$ cat src/rtl/hssi_tc_mailbox_resp_pkg.sv
// ---------------------------------------------------------------------------
// hssi_tc_mailbox_resp_pkg
//   Shared definitions for the HSSI traffic-controller mailbox responder:
//   mailbox byte offsets, command encodings, CMD status bit positions,
//   the read pattern returned after a timeout, and the FSM state type.
// ---------------------------------------------------------------------------
package hssi_tc_mailbox_resp_pkg;

    // Mailbox byte offsets on the CSR side.
    localparam logic [3:0] OFF_CMD     = 4'h0;
    localparam logic [3:0] OFF_ADDRESS = 4'h4;
    localparam logic [3:0] OFF_RDDATA  = 4'h8;
    localparam logic [3:0] OFF_WRDATA  = 4'hC;

    // Command encodings carried in CMD[1:0].
    typedef enum logic [1:0] {
        CMD_NOOP    = 2'h0,
        CMD_RD      = 2'h1,
        CMD_WR      = 2'h2,
        CMD_ILLEGAL = 2'h3
    } cmd_e;

    // Status bit positions within a CMD read.
    localparam int STAT_ACK_BIT  = 2;
    localparam int STAT_BUSY_BIT = 3;
    localparam int STAT_ERR_BIT  = 4;

    // RDDATA contents after a read that timed out.
    localparam logic [31:0] TIMEOUT_RDDATA = 32'hDEAD_BEEF;

    typedef enum logic [2:0] {
        ST_IDLE,
        ST_RD_REQ,
        ST_RD_WAIT,
        ST_WR_REQ,
        ST_DONE
    } state_e;

    // Assemble the CMD readback word {27'b0, err, busy, ack, cmd}.
    function automatic logic [31:0] cmd_status(cmd_e cmd, logic ack, logic busy, logic err);
        logic [31:0] s;
        s                = '0;
        s[1:0]           = cmd;
        s[STAT_ACK_BIT]  = ack;
        s[STAT_BUSY_BIT] = busy;
        s[STAT_ERR_BIT]  = err;
        return s;
    endfunction

endpackage

$ cat src/rtl/hssi_tc_mailbox_resp_if.sv
// ---------------------------------------------------------------------------
// hssi_tc_mailbox_resp_if
//   Traffic-controller register bus between the mailbox (master) and the
//   traffic controller (slave).
//     tc_rd / tc_wr     : request strobes, held until tc_waitrequest is low
//     tc_addr           : TC word address
//     tc_wrdata         : write data
//     tc_waitrequest    : slave stall
//     tc_rddata         : read data
//     tc_rddata_valid   : qualifies tc_rddata
// ---------------------------------------------------------------------------
interface hssi_tc_mailbox_resp_if #(
    parameter int TC_ADDR_W = 16
);
    logic                 tc_rd;
    logic                 tc_wr;
    logic [TC_ADDR_W-1:0] tc_addr;
    logic [31:0]          tc_wrdata;
    logic                 tc_waitrequest;
    logic [31:0]          tc_rddata;
    logic                 tc_rddata_valid;

    modport master (
        output tc_rd, tc_wr, tc_addr, tc_wrdata,
        input  tc_waitrequest, tc_rddata, tc_rddata_valid
    );

    modport slave (
        input  tc_rd, tc_wr, tc_addr, tc_wrdata,
        output tc_waitrequest, tc_rddata, tc_rddata_valid
    );
endinterface

$ cat src/rtl/hssi_tc_mailbox_resp.sv
// ---------------------------------------------------------------------------
// hssi_tc_mailbox_resp
//   CSR mailbox that turns software commands into single traffic-controller
//   register accesses.
//   Ports:
//     clk, rst_n    : clock, asynchronous active-low reset
//     csr_wr/csr_rd : mailbox write / read strobes
//     csr_addr      : byte offset (0x0 CMD, 0x4 ADDRESS, 0x8 RDDATA, 0xC WRDATA)
//     csr_wrdata    : CSR write data
//     csr_rddata    : CSR read data, valid with csr_rdvalid one cycle after csr_rd
//     tc            : traffic-controller bus (master side)
//   CMD readback is {27'b0, err, busy, ack, cmd}. busy is high exactly while
//   the FSM is outside IDLE, so all software writes are accepted only in IDLE.
// ---------------------------------------------------------------------------
module hssi_tc_mailbox_resp
    import hssi_tc_mailbox_resp_pkg::*;
#(
    parameter int TC_ADDR_W      = 16,
    parameter int TIMEOUT_CYCLES = 1024
) (
    input  logic                          clk,
    input  logic                          rst_n,
    input  logic                          csr_wr,
    input  logic                          csr_rd,
    input  logic [3:0]                    csr_addr,
    input  logic [31:0]                   csr_wrdata,
    output logic [31:0]                   csr_rddata,
    output logic                          csr_rdvalid,
    hssi_tc_mailbox_resp_if.master        tc
);

    localparam int CNT_W = $clog2(TIMEOUT_CYCLES) + 1;
    localparam logic [CNT_W-1:0] CNT_LAST = CNT_W'(TIMEOUT_CYCLES - 1);

    state_e           state_q, state_nxt;
    logic [CNT_W-1:0] cnt_q;
    cmd_e             cmd_q;
    logic [31:0]      address_q;
    logic [31:0]      wrdata_q;
    logic [31:0]      rddata_q;
    logic             ack_q, busy_q, err_q;

    cmd_e             wr_cmd;
    logic             cmd_wr_ok;
    logic             timed_state;
    logic             timeout_fire;

    assign wr_cmd      = cmd_e'(csr_wrdata[1:0]);
    assign cmd_wr_ok   = csr_wr && (csr_addr == OFF_CMD) && !busy_q;
    assign timed_state = (state_q == ST_RD_REQ) || (state_q == ST_WR_REQ) ||
                         (state_q == ST_RD_WAIT);

    // -----------------------------------------------------------------------
    // FSM state register
    // -----------------------------------------------------------------------
    // NOTE: sequential state uses non-blocking assignments so every register
    // samples pre-edge values, regardless of process ordering.
    always_ff @(posedge clk or negedge rst_n) begin
        if (!rst_n) begin
            state_q <= ST_IDLE;
        end else begin
            state_q <= state_nxt;
        end
    end

    // -----------------------------------------------------------------------
    // Next-state logic. A completing handshake wins over a timeout that
    // expires in the same cycle.
    // -----------------------------------------------------------------------
    // NOTE: every output of this block gets a default first so no path can
    // leave a value unassigned and infer a latch.
    always_comb begin
        state_nxt    = state_q;
        timeout_fire = 1'b0;
        case (state_q)
            ST_IDLE: begin
                if (cmd_wr_ok) begin
                    if (wr_cmd == CMD_RD)      state_nxt = ST_RD_REQ;
                    else if (wr_cmd == CMD_WR) state_nxt = ST_WR_REQ;
                end
            end
            ST_RD_REQ: begin
                if (!tc.tc_waitrequest) begin
                    state_nxt = ST_RD_WAIT;
                end else if (cnt_q == CNT_LAST) begin
                    state_nxt    = ST_DONE;
                    timeout_fire = 1'b1;
                end
            end
            ST_WR_REQ: begin
                if (!tc.tc_waitrequest) begin
                    state_nxt = ST_DONE;
                end else if (cnt_q == CNT_LAST) begin
                    state_nxt    = ST_DONE;
                    timeout_fire = 1'b1;
                end
            end
            ST_RD_WAIT: begin
                if (tc.tc_rddata_valid) begin
                    state_nxt = ST_DONE;
                end else if (cnt_q == CNT_LAST) begin
                    state_nxt    = ST_DONE;
                    timeout_fire = 1'b1;
                end
            end
            ST_DONE:  state_nxt = ST_IDLE;
            default:  state_nxt = ST_IDLE;
        endcase
    end

    // -----------------------------------------------------------------------
    // Timeout counter: cleared on every state change, counts only while
    // waiting on the traffic controller.
    // -----------------------------------------------------------------------
    always_ff @(posedge clk or negedge rst_n) begin
        if (!rst_n) begin
            cnt_q <= '0;
        end else if (state_nxt != state_q) begin
            cnt_q <= '0;
        end else if (timed_state) begin
            cnt_q <= cnt_q + CNT_W'(1);
        end
    end

    // -----------------------------------------------------------------------
    // Mailbox registers and status bits
    // -----------------------------------------------------------------------
    always_ff @(posedge clk or negedge rst_n) begin
        if (!rst_n) begin
            cmd_q     <= CMD_NOOP;
            address_q <= '0;
            wrdata_q  <= '0;
            rddata_q  <= '0;
            ack_q     <= 1'b0;
            busy_q    <= 1'b0;
            err_q     <= 1'b0;
        end else begin
            // RDDATA is read-only from software; unmapped offsets are dropped.
            if (csr_wr && !busy_q) begin
                case (csr_addr)
                    OFF_ADDRESS: address_q <= csr_wrdata;
                    OFF_WRDATA:  wrdata_q  <= csr_wrdata;
                    OFF_CMD: begin
                        cmd_q <= wr_cmd;
                        case (wr_cmd)
                            CMD_RD, CMD_WR: begin
                                ack_q  <= 1'b0;
                                err_q  <= 1'b0;
                                busy_q <= 1'b1;
                            end
                            CMD_ILLEGAL: begin
                                ack_q <= 1'b1;
                                err_q <= 1'b1;
                            end
                            default: begin
                                ack_q <= 1'b0;
                                err_q <= 1'b0;
                            end
                        endcase
                    end
                    default: ;
                endcase
            end

            // Read data is only accepted while a read is outstanding.
            if (state_q == ST_RD_WAIT && tc.tc_rddata_valid) begin
                rddata_q <= tc.tc_rddata;
            end

            if (timeout_fire) begin
                err_q <= 1'b1;
                if (state_q != ST_WR_REQ) begin
                    rddata_q <= TIMEOUT_RDDATA;
                end
            end

            if (state_q == ST_DONE) begin
                ack_q  <= 1'b1;
                busy_q <= 1'b0;
            end
        end
    end

    // -----------------------------------------------------------------------
    // Traffic-controller outputs. Strobes are registered from the next state
    // so they are high for exactly the cycles spent in the request states.
    // Address and data are latched on leaving IDLE; ADDRESS/WRDATA cannot
    // change afterwards because writes are blocked while busy.
    // -----------------------------------------------------------------------
    always_ff @(posedge clk or negedge rst_n) begin
        if (!rst_n) begin
            tc.tc_rd     <= 1'b0;
            tc.tc_wr     <= 1'b0;
            tc.tc_addr   <= '0;
            tc.tc_wrdata <= '0;
        end else begin
            tc.tc_rd <= (state_nxt == ST_RD_REQ);
            tc.tc_wr <= (state_nxt == ST_WR_REQ);
            if (state_q == ST_IDLE && state_nxt != ST_IDLE) begin
                tc.tc_addr   <= address_q[TC_ADDR_W-1:0];
                tc.tc_wrdata <= wrdata_q;
            end
        end
    end

    // -----------------------------------------------------------------------
    // CSR read port: one cycle latency, returns pre-edge register values.
    // -----------------------------------------------------------------------
    always_ff @(posedge clk or negedge rst_n) begin
        if (!rst_n) begin
            csr_rddata  <= '0;
            csr_rdvalid <= 1'b0;
        end else begin
            csr_rdvalid <= csr_rd;
            if (csr_rd) begin
                case (csr_addr)
                    OFF_CMD:     csr_rddata <= cmd_status(cmd_q, ack_q, busy_q, err_q);
                    OFF_ADDRESS: csr_rddata <= address_q;
                    OFF_RDDATA:  csr_rddata <= rddata_q;
                    OFF_WRDATA:  csr_rddata <= wrdata_q;
                    default:     csr_rddata <= '0;
                endcase
            end
        end
    end

endmodule

$ cat src/flat_wrapper.sv
// flat-port wrapper written by rule: the top's interface ports become plain ports
module hssi_tc_mailbox_resp_flat import hssi_tc_mailbox_resp_pkg::*;
#(
    parameter int TC_ADDR_W      = 16,
    parameter int TIMEOUT_CYCLES = 1024
)
  (clk, rst_n, csr_wr, csr_rd, csr_addr, csr_wrdata, csr_rddata, csr_rdvalid, tc_tc_rd, tc_tc_wr, tc_tc_addr, tc_tc_wrdata, tc_tc_waitrequest, tc_tc_rddata, tc_tc_rddata_valid);
  hssi_tc_mailbox_resp_if #(.TC_ADDR_W(TC_ADDR_W)) tc_i ();
  input  logic clk;
  input  logic rst_n;
  input  logic csr_wr;
  input  logic csr_rd;
  input  logic [3:0] csr_addr;
  input  logic [31:0] csr_wrdata;
  output logic [31:0] csr_rddata;
  output logic csr_rdvalid;
  output wire logic [$bits(tc_i.tc_rd)-1:0] tc_tc_rd;
  output wire logic [$bits(tc_i.tc_wr)-1:0] tc_tc_wr;
  output wire logic [$bits(tc_i.tc_addr)-1:0] tc_tc_addr;
  output wire logic [$bits(tc_i.tc_wrdata)-1:0] tc_tc_wrdata;
  input wire logic [$bits(tc_i.tc_waitrequest)-1:0] tc_tc_waitrequest;
  input wire logic [$bits(tc_i.tc_rddata)-1:0] tc_tc_rddata;
  input wire logic [$bits(tc_i.tc_rddata_valid)-1:0] tc_tc_rddata_valid;
  assign tc_tc_rd = tc_i.tc_rd;
  assign tc_tc_wr = tc_i.tc_wr;
  assign tc_tc_addr = tc_i.tc_addr;
  assign tc_tc_wrdata = tc_i.tc_wrdata;
  assign tc_i.tc_waitrequest = tc_tc_waitrequest;
  assign tc_i.tc_rddata = tc_tc_rddata;
  assign tc_i.tc_rddata_valid = tc_tc_rddata_valid;
  hssi_tc_mailbox_resp #(.TC_ADDR_W(TC_ADDR_W), .TIMEOUT_CYCLES(TIMEOUT_CYCLES)) u_core (.clk(clk), .rst_n(rst_n), .csr_wr(csr_wr), .csr_rd(csr_rd), .csr_addr(csr_addr), .csr_wrdata(csr_wrdata), .csr_rddata(csr_rddata), .csr_rdvalid(csr_rdvalid), .tc(tc_i));
endmodule
$ cat config.mk
export PLATFORM = sky130hd
export DESIGN_NAME = hssi_tc_mailbox_resp_flat
export DESIGN_NICKNAME = d
export VERILOG_FILES = /design/src/rtl/hssi_tc_mailbox_resp_pkg.sv /design/src/rtl/hssi_tc_mailbox_resp_if.sv /design/src/rtl/hssi_tc_mailbox_resp.sv /design/src/flat_wrapper.sv
export SDC_FILE = /design/constraint.sdc
export NUM_CORES = 1
export LEC_CHECK = 0
export CORE_UTILIZATION = 50
export CTS_BUF_LIST = sky130_fd_sc_hd__clkbuf_16
export DETAILED_ROUTE_END_ITERATION = 10
export PLACE_DENSITY = 0.77
export SLEW_MARGIN = 20
export SYNTH_ARGS = -nofsm -noshare
export SYNTH_HDL_FRONTEND = slang
export SYNTH_SLANG_ARGS = --single-unit
export TNS_END_PERCENT = 30
$ cat constraint.sdc
create_clock -name clk -period 2.7 [get_ports clk]
set_input_delay 0.405 -clock clk [delete_from_list [all_inputs] [get_ports clk]]
set_output_delay 0.405 -clock clk [all_outputs]
set_load 0.005 [all_outputs]
## Yosys cells after proc, flatten, opt, wreduce, memory -nomap -nowiden

Index checks and enable logic that the tools add are counted.

| storage, ports and cells | value |
|---|---|
| RAM bits | 0 |
| ROM bits | 0 |
| logic and storage cells | 83 |
| output and inout bits | 83 |
| bits of input ports | 74 |
| bits in latches | 0 |
| memories kept | 0 |
| bits in registers | 198 |

| operators by class | value |
|---|---|
| muxes and demuxes | 27 |
| $mul | 0 |
| reductions and logical operators | 25 |
| $lt $le $gt $ge | 0 |
| divide/modulo/power cells | 0 |
| eq/ne operators | 15 |
| add/subtract/negate cells | 1 |
| shift-type cells | 0 |
| bitwise operators | 0 |

Operator list:

| kind | count |
|---|---|
| one-hot mux 32 bit (4 select lines) | 1 |
| 2-to-1 mux 32 bit | 3 |
| 2-to-1 mux 11 bit | 2 |
| 2-to-1 mux 3 bit | 7 |
| 2-to-1 mux 1 bit | 12 |
| one-hot mux 3 bit (4 select lines) | 1 |
| nonzero test 2 bit | 6 |
| adder 11 x 1 -> 11 bit (second input constant) | 1 |
| equality test 11 x 10 -> 1 bit (second input constant) | 1 |
| AND reduction 2 bit | 5 |
| equality test 3 x 2 -> 1 bit (second input constant) | 3 |
| equality test 4 bit (second input constant) | 2 |
| equality test 3 x 1 -> 1 bit (second input constant) | 2 |
| logical AND 1 bit | 5 |
| equality test 2 bit (second input constant) | 2 |
| equality test 4 x 3 -> 1 bit (second input constant) | 1 |
| zero test 4 bit | 1 |
| OR reduction 2 bit | 2 |
| equality test 3 bit (second input constant) | 1 |
| zero test 3 bit | 1 |
| != test 3 x 2 -> 1 bit (second input constant) | 1 |
| != test 3 bit | 1 |
| AND reduction 3 bit | 1 |
| nonzero test 3 bit | 1 |
| 4 further kinds | 5 |

## Depth between registers and ports, before layout

Gate-level depths: netlist of run 1.

| depth | value |
|---|---|
| depth in word-level cells | 7 |
| gate-level depth with buffers | 8 |

## Least setup slack after synthesis of run 1

No wires, ideal clock.

| path | value |
|---|---|
| kind | input to register |
| start | in csr_addr[3] |
| end | reg u_core.address_q[10] |
| data arrival time | 1.800 ns |
| buffers on the path | 3 |
| required time | 2.575 ns |
| library setup time | 0.125 ns |
| setup slack | 0.775 ns |
| stages on the path | 7 |
| path through | buf_2 > nor3_2 > and2_1 > clkbuf_1 > nand2_1 > buf_1 > mux2_2 |

| between the ends | value |
|---|---|
| cells in the longest elaborated chain, start to end | 2 |

Ends and longest elaborated chain:

| what | line | text |
|---|---|---|
| start: declaration | flat_wrapper.sv:13 | `input logic [3:0] csr_addr;` |
| equality test 4 x 3 -> 1 bit | hssi_tc_mailbox_resp.sv:140 | `case (csr_addr)` |
| AND reduction 2 bit (no source line) | - |  |
| end signal: assignment | hssi_tc_mailbox_resp.sv:141 | `OFF_ADDRESS: address_q <= csr_wrdata;` |
| end: declaration | hssi_tc_mailbox_resp.sv:38 | `logic [31:0] address_q;` |

Every way passes these cells.
A chain may end at the register's enable or synchronous reset.

## Worst setup path after layout of run 1

| path | value |
|---|---|
| start | reg u_core.cnt_q[0] |
| end | reg u_core.cnt_q[5] |

| between the ends | value |
|---|---|
| cells in the longest elaborated chain, start to end | 6 |

Ends and longest elaborated chain:

| what | line | text |
|---|---|---|
| start: declaration | hssi_tc_mailbox_resp.sv:36 | `logic [CNT_W-1:0] cnt_q;` |
| start signal: assignment | hssi_tc_mailbox_resp.sv:121 | `cnt_q <= cnt_q + CNT_W'(1);` |
| equality test 11 x 10 -> 1 bit | hssi_tc_mailbox_resp.sv:85, hssi_tc_mailbox_resp.sv:93, hssi_tc_mailbox_resp.sv:101 |  |
| 2-to-1 mux 3 bit | hssi_tc_mailbox_resp.sv:85, hssi_tc_mailbox_resp.sv:93, hssi_tc_mailbox_resp.sv:101 |  |
| 2-to-1 mux 3 bit, on equally long branches | hssi_tc_mailbox_resp.sv:99, hssi_tc_mailbox_resp.sv:83, hssi_tc_mailbox_resp.sv:91 |  |
| one-hot mux 3 bit (4 select lines) | hssi_tc_mailbox_resp.sv:75 | `case (state_q)` |
| != test 3 bit | hssi_tc_mailbox_resp.sv:118 | `end else if (state_nxt != state_q) begin` |
| 2-to-1 mux 11 bit or nonzero test 2 bit (tied branches) | - |  |

Several ways; a longest one is shown, not always the timed one. The select of a mux whose other input is x is not followed.

==> out/qor.txt, run 1 <==
Tot Pwr = 8740 uW
measured slew at the worst slew-check pin = 0.854 ns
fin crit share = 81.8%
Yosys cell types = 41
clock root buffer = clkbuf_16
CP Cell Sequence = ha_1 -> nand3_1 -> or4_4 -> o211ai_1 -> nor3_1
gr busiest metal = met2
Gate Count Post-Synth = 622
Tightest Hold Check Type = flip-flop to flip-flop
Simple-Gate Fraction of Synth Area = 5.66%
Bufs and invs on worst path = 0
total internal power = 6400 uW
worst skew pair latency = 0.43 ns
n_diodes = 0
critical path arrival = 2.48 ns
vias in the first global route = 5,995
Netlist Area Pre-Place = 8210 um2
RD Place Congestion = 0.788
Post-Synth XOR/XNOR Area = 0.854%
FF+latch count, synth = 198
Clock Path Buffers = 2
H-tree depth = 4
gr ovfl total = 0
Static Leak = 0.00467 uW
TritonCTS buffer count = 17
Yosys top cell area share = 60.4%
Detailed Routing Iterations Pass 1 = 7
endpoints failing setup = 0
NumNets Final = 855
CP Class = flip-flop to flip-flop
Crit path required time = 2.97 ns
crit-path leading delay family = simple AND/OR/NAND/NOR gates
Post-synth EDFFs = 0
Sw Pwr = 2350 uW
GR met1 Demand/Resource = 34.5%
RSZ-0062 raised after global routing = false
Primary FF master, synth = dfrtp_1
layout cells sized above 1 = 23.2%
number of routed nets with antenna violations = 0
Port Buf Inserts = 156
Worst Skew = 0.0116 ns
CTS tree = built
# IOs = 157
register area share after synthesis = 60.4%
met3 Usage GRT = 4.84%
Slew headroom = 42.8%
Clk pwr share = 28.9%
Vias/cell = 5.77
outcome = complete, no violations
Synth top cells by count = dfrtp_1, mux2_2, inv_1, nand2_1, mux2i_1
initial antenna violation count = 0
core area = 15,900 um2
CTS Sinks = 198
min Tclk post-route = 2.21 ns
Compound-Gate Fraction of Synth Area = 8.26%
worst vdd ir = 0.504 mV
Initial Utilization = 51.5%
slowest cell on the critical path = o211ai_1
DR DRC count = 0
sequential power share = 50.1%
Power per Cell Area = 816 nW/um2
switching share of power = 26.8%
Post-Synth Adder-Cell Area = 0.610%
Die ar. = 16,900 um2
height of the die = 130 um
# rows = 46
max-cap violations = 0
startpoint types = flip-flop
first-pass GRT wire length = 32.2 mm
Die Wd = 130 um
drt total wl = 20.6 mm
Fin. Hold Viols = 0
crit-path max FO = 11
Fmax = 453 MHz
main combinational cell family by area after synthesis = multiplexers
critical path's largest stage delay = 0.71 ns
met2 Usage GRT = 41.2%
dominant cell type by area after synthesis = dfrtp_1
detailed-placement wirelength estimate = 13.5 mm
initial DRC count = 445
count leader, synth = dfrtp_1
Post-synth ARST share = 100%
syn_nets = 700
Worst Setup End Kind = flip-flop
gr usage total = 25.6%
Yosys Warn Count = 0
P&R area growth vs syn = 30.5%
via total after detailed routing = 5,803
Reg clk slew, reported paths = 0.07 ns
post-DR wirelength/cell = 20.5 um
setup TNS = 0 ns
Final Max Tran Viols = 0
Synth area leaders = dfrtp_1, mux2_2, mux2i_1, a222oi_1, o22ai_1
pin count of the biggest net entering global routing = 72
Avg Inst Size Synth = 13.2 um2
Combinational Power Share = 21.0%
post-synthesis mux area share = 20.2%
logic make-up after synthesis:
family / count (synthesis)
and+or+nand+nor: 95
buffers and inverters: 80
DFF: 198
muxes: 151
xor gates and xnor gates: 8
AOI/OAI and AO/OA: 86
adders and majority gates: 4
through the flow:
stage	utilization (%)	hold WS [ns]	area, um2	cells	setup slack (ns)
2_1_floorplan	-	0.109	8210	622	0.775
3_3_place_gp	63.4	0.437	10100	973	0.308
3_5_place_dp	63.4	0.446	10100	973	0.221
4_1_cts	67.2	0.485	10700	1006	0.474
5_1_grt	67.2	0.512	10700	1006	0.347
6_report	67.2	0.483	10700	1006	0.490
worst min-delay path, stage by stage (launching register included):
cell	delay (ns)
dfrtp_1	0.35
nand2_1	0.05
o21ai_0	0.06
what timing repair did:
| item | in CTS | in global routing |
|---|---|---|
| endpoints found under the hold margin | 21 | 0 |
| buffers inserted | 0 | 0 |
| hold buffers | 1 | 0 |
| gates resized for setup | 0 | 0 |
layout by cell type, fill, tap and decap left out, types with 17 or more instances in the layout:
master | Yosys | layout
inv_1 | 36 | 38
dfrtp_1 | 198 | 198
buf_4 | 0 | 18
clkdlybuf4s50_1 | 0 | 155
nand2_1 | 36 | 34
mux2i_1 | 34 | 34
mux2_2 | 117 | 117
a222oi_1 | 32 | 32
clkbuf_16 | 0 | 17
o22ai_1 | 32 | 32
power by group through the flow:
| stage | combinational, uW | clock, uW | sequential (uW) |
|---|---|---|---|
| 6_report | 1830 | 2530 | 4380 |
| 5_1_grt | 2010 | 2710 | 4480 |
| 4_1_cts | 1850 | 2580 | 4370 |
| 3_5_place_dp | 1840 | 0 | 4420 |
| 3_3_place_gp | 1750 | 0 | 4350 |
| 2_1_floorplan | 1030 | 0 | 4250 |
registers in the layout, indices dropped and copies added (netlist names):
name / flops
u_core.address_q: 32
u_core.csr_rddata: 32
u_core.rddata_q: 32
u_core.tc.tc_wrdata: 32
u_core.wrdata_q: 32
u_core.tc.tc_addr: 16
u_core.cnt_q: 11
u_core.state_q: 3
u_core.cmd_q: 2
u_core.ack_q: 1
u_core.busy_q: 1
u_core.csr_rdvalid: 1
u_core.err_q: 1
u_core.tc.tc_rd: 1
u_core.tc.tc_wr: 1
metal layers:
layer | part of all wire, % | vias up
li1 | - | 2568
met1 | 42 | 2951
met2 | 49 | 259
met3 | 7.6 | 25
met4 | 1.6 | 0
met5 | 0 | -
final timing paths:
kind,start,cells past startpoint,slack [ns],to
hold reg to reg,u_core.cmd_q[0],2,0.48,u_core.cmd_q[0]
hold / removal,u_core.cmd_q[0],2,0.48,u_core.cmd_q[0]
min in group asynchronous,rst_n,2,0.54,u_core.address_q[5]
setup reg to reg,u_core.cnt_q[0],5,0.49,u_core.cnt_q[5]
max in group asynchronous,rst_n,3,1.42,u_core.cnt_q[10]
setup / recovery,u_core.cnt_q[0],5,0.49,u_core.cnt_q[5]
area by class of cell:
| type | instances | area, um2 |
|---|---|---|
| Clock buffer | 17 | 425 |
| Clock inverter | 15 | 164 |
| Fill cell | 1126 | 5230 |
| Inverter | 36 | 135 |
| Multi-Input combinational cell | 344 | 2950 |
| Sequential cell | 198 | 4950 |
| Tap cell | 216 | 270 |
| Timing Repair Buffer | 180 | 1810 |
Power figures use the tool's default switching activity.
==> inputs of run 2 (changes only) <==
- clock period: 2.7 -> 2.3 ns (I/O delays scaled with it)
==> run 2 against run 1 <==
Effect of this change: non-clock buffer count is 1 higher; global-route usage up 0.18 points; sequential power grew 18%; wire length rose by 0.80%; sequential share of layout area down 0.50 points; largest power group unchanged.
==> out/qor.txt, run 2 (same netlist as run 1, synthesis figures left out) <==
post-place setup slack = 0.00415 ns (-0.217 ns)
detailed-placement wirelength estimate = 13.6 mm (+1.3%)
P&R area growth vs syn = 31.9%
min setup slack post-route = 0.260 ns (-0.231 ns)
core area = 15,900 um2 (unchanged)
gr usage total = 25.8% (+0.18 points)
post-DR wirelength/cell = 20.6 um (+0.60%)
# rows = 46 (unchanged)
layout cells sized above 1 = 23.4% (+0.22 points)
Static Leak = 0.00470 uW (+0.76%)
Worst Skew = 0.00846 ns (-0.00310 ns)
measured slew at the worst slew-check pin = 0.720 ns (-0.134 ns)
outcome = complete, no violations
RD Place Congestion = 0.839 (+6.4%)
min Tclk post-route = 2.04 ns (-0.169 ns)
flop2flop setup slack = 0.26 ns (-0.23 ns)
first-pass GRT wire length = 32.7 mm (+1.4%)
# IOs = 157 (unchanged)
drt total wl = 20.8 mm (+0.80%)
initial DRC count = 594 (+33%)
DR DRC count = 0 (unchanged)
Clock Path Buffers = 2 (unchanged)
number of routed nets with antenna violations = 0 (unchanged)
Vias/cell = 5.83 (+1.0%)
Crit path required time = 2.67 ns (-0.30 ns)
NumNets Final = 856 (+0.12%)
H-tree depth = 4 (unchanged)
most common cell after layout, fill and taps aside = dfrtp_1
Die ar. = 16,900 um2 (unchanged)
Slew headroom = 51.6% (+8.8 points)
Port Buf Inserts = 156 (unchanged)
Reg clk slew, reported paths = 0.07 ns (about the same)
Placed Area = 10,200 um2 (+0.94%)
startpoint types = flip-flop
Final Cell Area = 10,800 um2 (+1.1%)
critical path startpoint = u_core.cnt_q[0]
worst vdd ir = 0.581 mV (+15%)
gr ovfl total = 0 (unchanged)
CTS tree = built
via total after detailed routing = 5,875 (+1.2%)
setup TNS = 0 ns (unchanged)
Final Core Density = 67.9% (+0.73 points)
Tot Pwr = 10,400 uW (+18%)
Worst Setup End Kind = flip-flop
Detailed Routing Iterations Pass 1 = 9 (+2)
RSZ-0062 raised after global routing = false
Worst R2R Start = u_core.cnt_q[0]
clock root buffer = clkbuf_16
worst r2r path cells = 6 (+1)
endpoints failing setup = 0 (unchanged)
Worst setup endpoint = u_core.rddata_q[19]
commonest non-fill, non-tap cells in the layout = dfrtp_1, clkdlybuf4s50_1, mux2_2
Fin. Hold Viols = 0 (unchanged)
Fmax = 490 MHz (+8.3%)
initial antenna violation count = 1 (+1)
Die Wd = 130 um (unchanged)
max-cap violations = 0 (unchanged)
critical path arrival = 2.41 ns (-0.07 ns)
Final Max Tran Viols = 0 (unchanged)
Initial Utilization = 51.5% (unchanged)
post-CTS setup buffers = 0 (unchanged)
Power per Cell Area = 957 nW/um2 (+17%)
CTS Sinks = 198 (unchanged)
CP Class = flip-flop to flip-flop
vias in the first global route = 6,126 (+2.2%)
fin crit share = 88.7% (+6.9 points)
height of the die = 130 um (unchanged)
pin count of the biggest net entering global routing = 62 (-14%)
TritonCTS buffer count = 17 (unchanged)
Tightest Hold Check Type = input pin to async pin
crit-path max FO = 17 (+6)
worst skew pair latency = 0.43 ns (about the same)
FF-to-FF End = u_core.rddata_q[19]
[run 2: metal layers]
layer	GRT usage [%]	part of all wire, %	vias up	routed length, um
li1	-	-	2580	-
met1	34.5	42	2992	8690
met2	41.5	47	274	9830
met3	6.36	8.9	29	1840
met4	8.14	1.9	0	395
met5	0	0	-	0
[run 2: final cells by class]
cell class	instances	area, um2
Multi-Input combinational cell	344	2950
Clock inverter	15	183
Fill cell	1148	5120
Sequential cell	198	4950
Timing Repair Buffer	181	1910
Inverter	36	135
Clock buffer	17	425
Tap cell	216	270
Antenna cell	1	2.50
[run 2: how the worst min path moves through the flow]
stage	slack (ns)	cells past startpoint	to
2_1_floorplan	0.05	0	u_core.ack_q
3_3_place_gp	0.35	1	u_core.tc.tc_wrdata[5]
3_5_place_dp	0.36	1	u_core.tc.tc_addr[5]
4_1_cts	0.47	2	u_core.tc.tc_addr[5]
5_1_grt	0.50	2	u_core.tc.tc_addr[5]
6_report	0.46	2	u_core.tc.tc_addr[5]
[run 2: where the power goes]
group,total [uW],switching [uW],leakage [uW],internal (uW)
Combinational,2170,828,0.00185,1340
Clock,3030,1310,0.000300,1720
Sequential,5160,685,0.00255,4480
[run 2: repair_timing]
item | CTS | global route
hold buffers | 1 | 0
resized for setup | 0 | 0
endpoints found under the hold margin | 58 | 0
[run 2: worst max-delay path, cell delays in order, from the launching register on]
cell and delay, ns:
dfrtp_1 0.39, ha_1 0.20, nand3_1 0.14, or4_4 0.51, or3_1 0.40, buf_4 0.24
nand2_1 0.10
[run 2: through the flow]
stage / cells / hold WS, ns
3_5_place_dp: 974 / 0.358
4_1_cts: 1007 / 0.466
2_1_floorplan: 622 / 0.0494
5_1_grt: 1007 / 0.500
6_report: 1008 / 0.463
3_3_place_gp: 974 / 0.352
==> inputs of run 3 (changes only) <==
- GPL_ROUTABILITY_DRIVEN: default -> 0
- clock period: 2.3 -> 2 ns (I/O delays scaled with it)
==> run 3 against run 2 <==
Effect of this change: first-iteration DRC count shrank 1.9%; non-clock buffer count rose by 19; count of clock-buffer cells in the layout is the same; maximum frequency rose by 4.7%; design area is 2.0% higher; register-to-register slack worse by 0.21 ns; utilization rose by 1.3 points; clock skew up 0.0021 ns; via count rose by 0.41%.
==> out/qor.txt, run 3 (same netlist as run 1, synthesis figures left out) <==
outcome = complete, no violations
critical path's largest stage delay = 0.44 ns (-0.07 ns)
worst r2r path cells = 8 (+2)
NumNets Final = 875 (+2.2%)
Tot Pwr = 11,900 uW (+15%)
Detailed Routing Iterations Pass 1 = 7 (-2)
Post-Place Cells = 991 (+1.7%)
Reg clk slew, reported paths = 0.07 ns (about the same)
Slew headroom = 66.5% (+15 points)
worst skew pair latency = 0.44 ns (about the same)
Fmax = 513 MHz (+4.7%)
Crit path required time = 2.31 ns (-0.36 ns)
setup TNS = 0 ns (unchanged)
CTS tree = built
Die Wd = 130 um (unchanged)
Filler Cell Count = 1,127 (-1.8%)
height of the die = 130 um (unchanged)
fin crit share = 97.4% (+8.7 points)
pin count of the biggest net entering global routing = 59 (-4.8%)
Worst Setup End Kind = flip-flop
min Tclk post-route = 1.95 ns (-0.0918 ns)
number of routed nets with antenna violations = 0 (unchanged)
RSZ-0062 raised after global routing = true
via total after detailed routing = 5,899 (+0.41%)
# rows = 46 (unchanged)
gr usage total = 25.9% (+0.11 points)
Worst Skew = 0.0106 ns (+0.00214 ns)
drt total wl = 20.9 mm (+0.80%)
initial antenna violation count = 2 (+1)
worst hold margin = 0.261 ns (-0.201 ns)
commonest non-fill, non-tap cells in the layout = dfrtp_1, clkdlybuf4s50_1, mux2_2
endpoints failing setup = 0 (unchanged)
Tightest Hold Check Type = input pin to flip-flop
max-cap violations = 0 (unchanged)
startpoint types = flip-flop
Die ar. = 16,900 um2 (unchanged)
post-DR wirelength/cell = 20.4 um (-1.1%)
worst vdd ir = 0.678 mV (+17%)
clock root buffer = clkbuf_16
CP Class = flip-flop to flip-flop
measured slew at the worst slew-check pin = 0.503 ns (-0.217 ns)
Final Max Tran Viols = 0 (unchanged)
hold path depth = 2
initial DRC count = 583 (-1.9%)
slowest cell on the critical path = or4_4
CTS Sinks = 198 (unchanged)
detailed-placement wirelength estimate = 13.8 mm (+1.3%)
Vias/cell = 5.74 (-1.4%)
core area = 15,900 um2 (unchanged)
Initial Utilization = 51.5% (unchanged)
Fin. Hold Viols = 0 (unchanged)
CP most frequent cell = buf_6
TritonCTS buffer count = 17 (unchanged)
# IOs = 157 (unchanged)
vias in the first global route = 6,197 (+1.2%)
DR DRC count = 0 (unchanged)
CP Cell Sequence = ha_4 -> nand3_4 -> or4_4 -> buf_6 -> o211ai_1 -> buf_4 -> buf_6 -> a211oi_1
first-pass GRT wire length = 32.8 mm (+0.49%)
non-filler cells, final = 1,027 (+1.9%)
P&R area growth vs syn = 34.5%
Power per Cell Area = 1080 nW/um2 (+13%)
Clock Path Buffers = 2 (unchanged)
crit-path max FO = 7 (-10)
gr ovfl total = 0 (unchanged)
most common cell after layout, fill and taps aside = dfrtp_1
layout cells sized above 1 = 25.3% (+1.9 points)
H-tree depth = 4 (unchanged)
critical path arrival = 2.25 ns (-0.16 ns)
Port Buf Inserts = 156 (unchanged)
Static Leak = 0.00480 uW (+2.1%)
[run 3: cell count changes in the layout (fill, tap and decap cells not counted), sizes merged]
cell	before	now
dlymetal6s2s	0	1
clkinvlp	1	5
buf	24	43
clkinv	8	5
inv	39	38
clkdlybuf4s50	155	154
[run 3: worst max-delay path, delay by kind of cell (launching register included)]
family | cells | cell delay, ns
AOI/OAI and AO/OA | 2 | 0.28
adders and majority gates | 1 | 0.18
buffers and inverters | 3 | 0.42
DFF | 1 | 0.42
and+or+nand+nor | 2 | 0.52
[run 3: what timing repair did]
item                                   4_1_cts  5_1_grt
hold buffers                                 1        0
endpoints found under the hold margin       55        0
setup endpoints to repair                    0       11
gates resized for setup                      0       11
setup buffers                                0        1
[run 3: final timing paths]
check | from | end | slack [ns]
max | u_core.cnt_q[0] | u_core.cnt_q[9] | 0.05
min | csr_wrdata[0] | u_core.address_q[0] | 0.26
max reg2reg | u_core.cnt_q[0] | u_core.cnt_q[9] | 0.05
min reg2reg | u_core.rddata_q[2] | u_core.rddata_q[2] | 0.50
max in group asynchronous | rst_n | u_core.cnt_q[4] | 0.91
min in group asynchronous | rst_n | u_core.wrdata_q[5] | 0.41
[run 3: through the flow]
step | utilization, % | worst slack [ns] | cell area, um2
3_5_place_dp | 65.1 | -0.321 | 10400
4_1_cts | 68.9 | 0.0460 | 11000
2_1_floorplan | - | 0.0781 | 8210
3_3_place_gp | 65.1 | -0.263 | 10400
5_1_grt | 69.2 | -0.0197 | 11000
6_report | 69.2 | 0.0516 | 11000
[run 3: metal layers]
| layer | up-vias | GRT usage, % | part of all wire (%) |
|---|---|---|---|
| li1 | 2597 | - | - |
| met1 | 3039 | 34.5 | 43 |
| met2 | 243 | 42.1 | 48 |
| met3 | 20 | 6.31 | 7.7 |
| met4 | 0 | 7.66 | 1.1 |
| met5 | - | 0 | 0 |
[run 3: area by class of cell]
class | instances | area, um2 | share of cell area, %
well taps | 216 | 270 | 2.45
repair buffers | 200 | 2110 | 19.1
inverters | 36 | 135 | 1.22
multi-input cells | 344 | 2970 | 26.9
clock inverters | 15 | 161 | 1.46
diodes | 1 | 2.50 | 0.0227
clock buffers | 17 | 425 | 3.85
flip-flops and latches | 198 | 4960 | 44.9
[run 3: where the power goes]
group	internal [uW]	total, uW	switching (uW)
Clock	1950	3420	1470
Sequential	5150	5930	780
Combinational	1600	2580	976
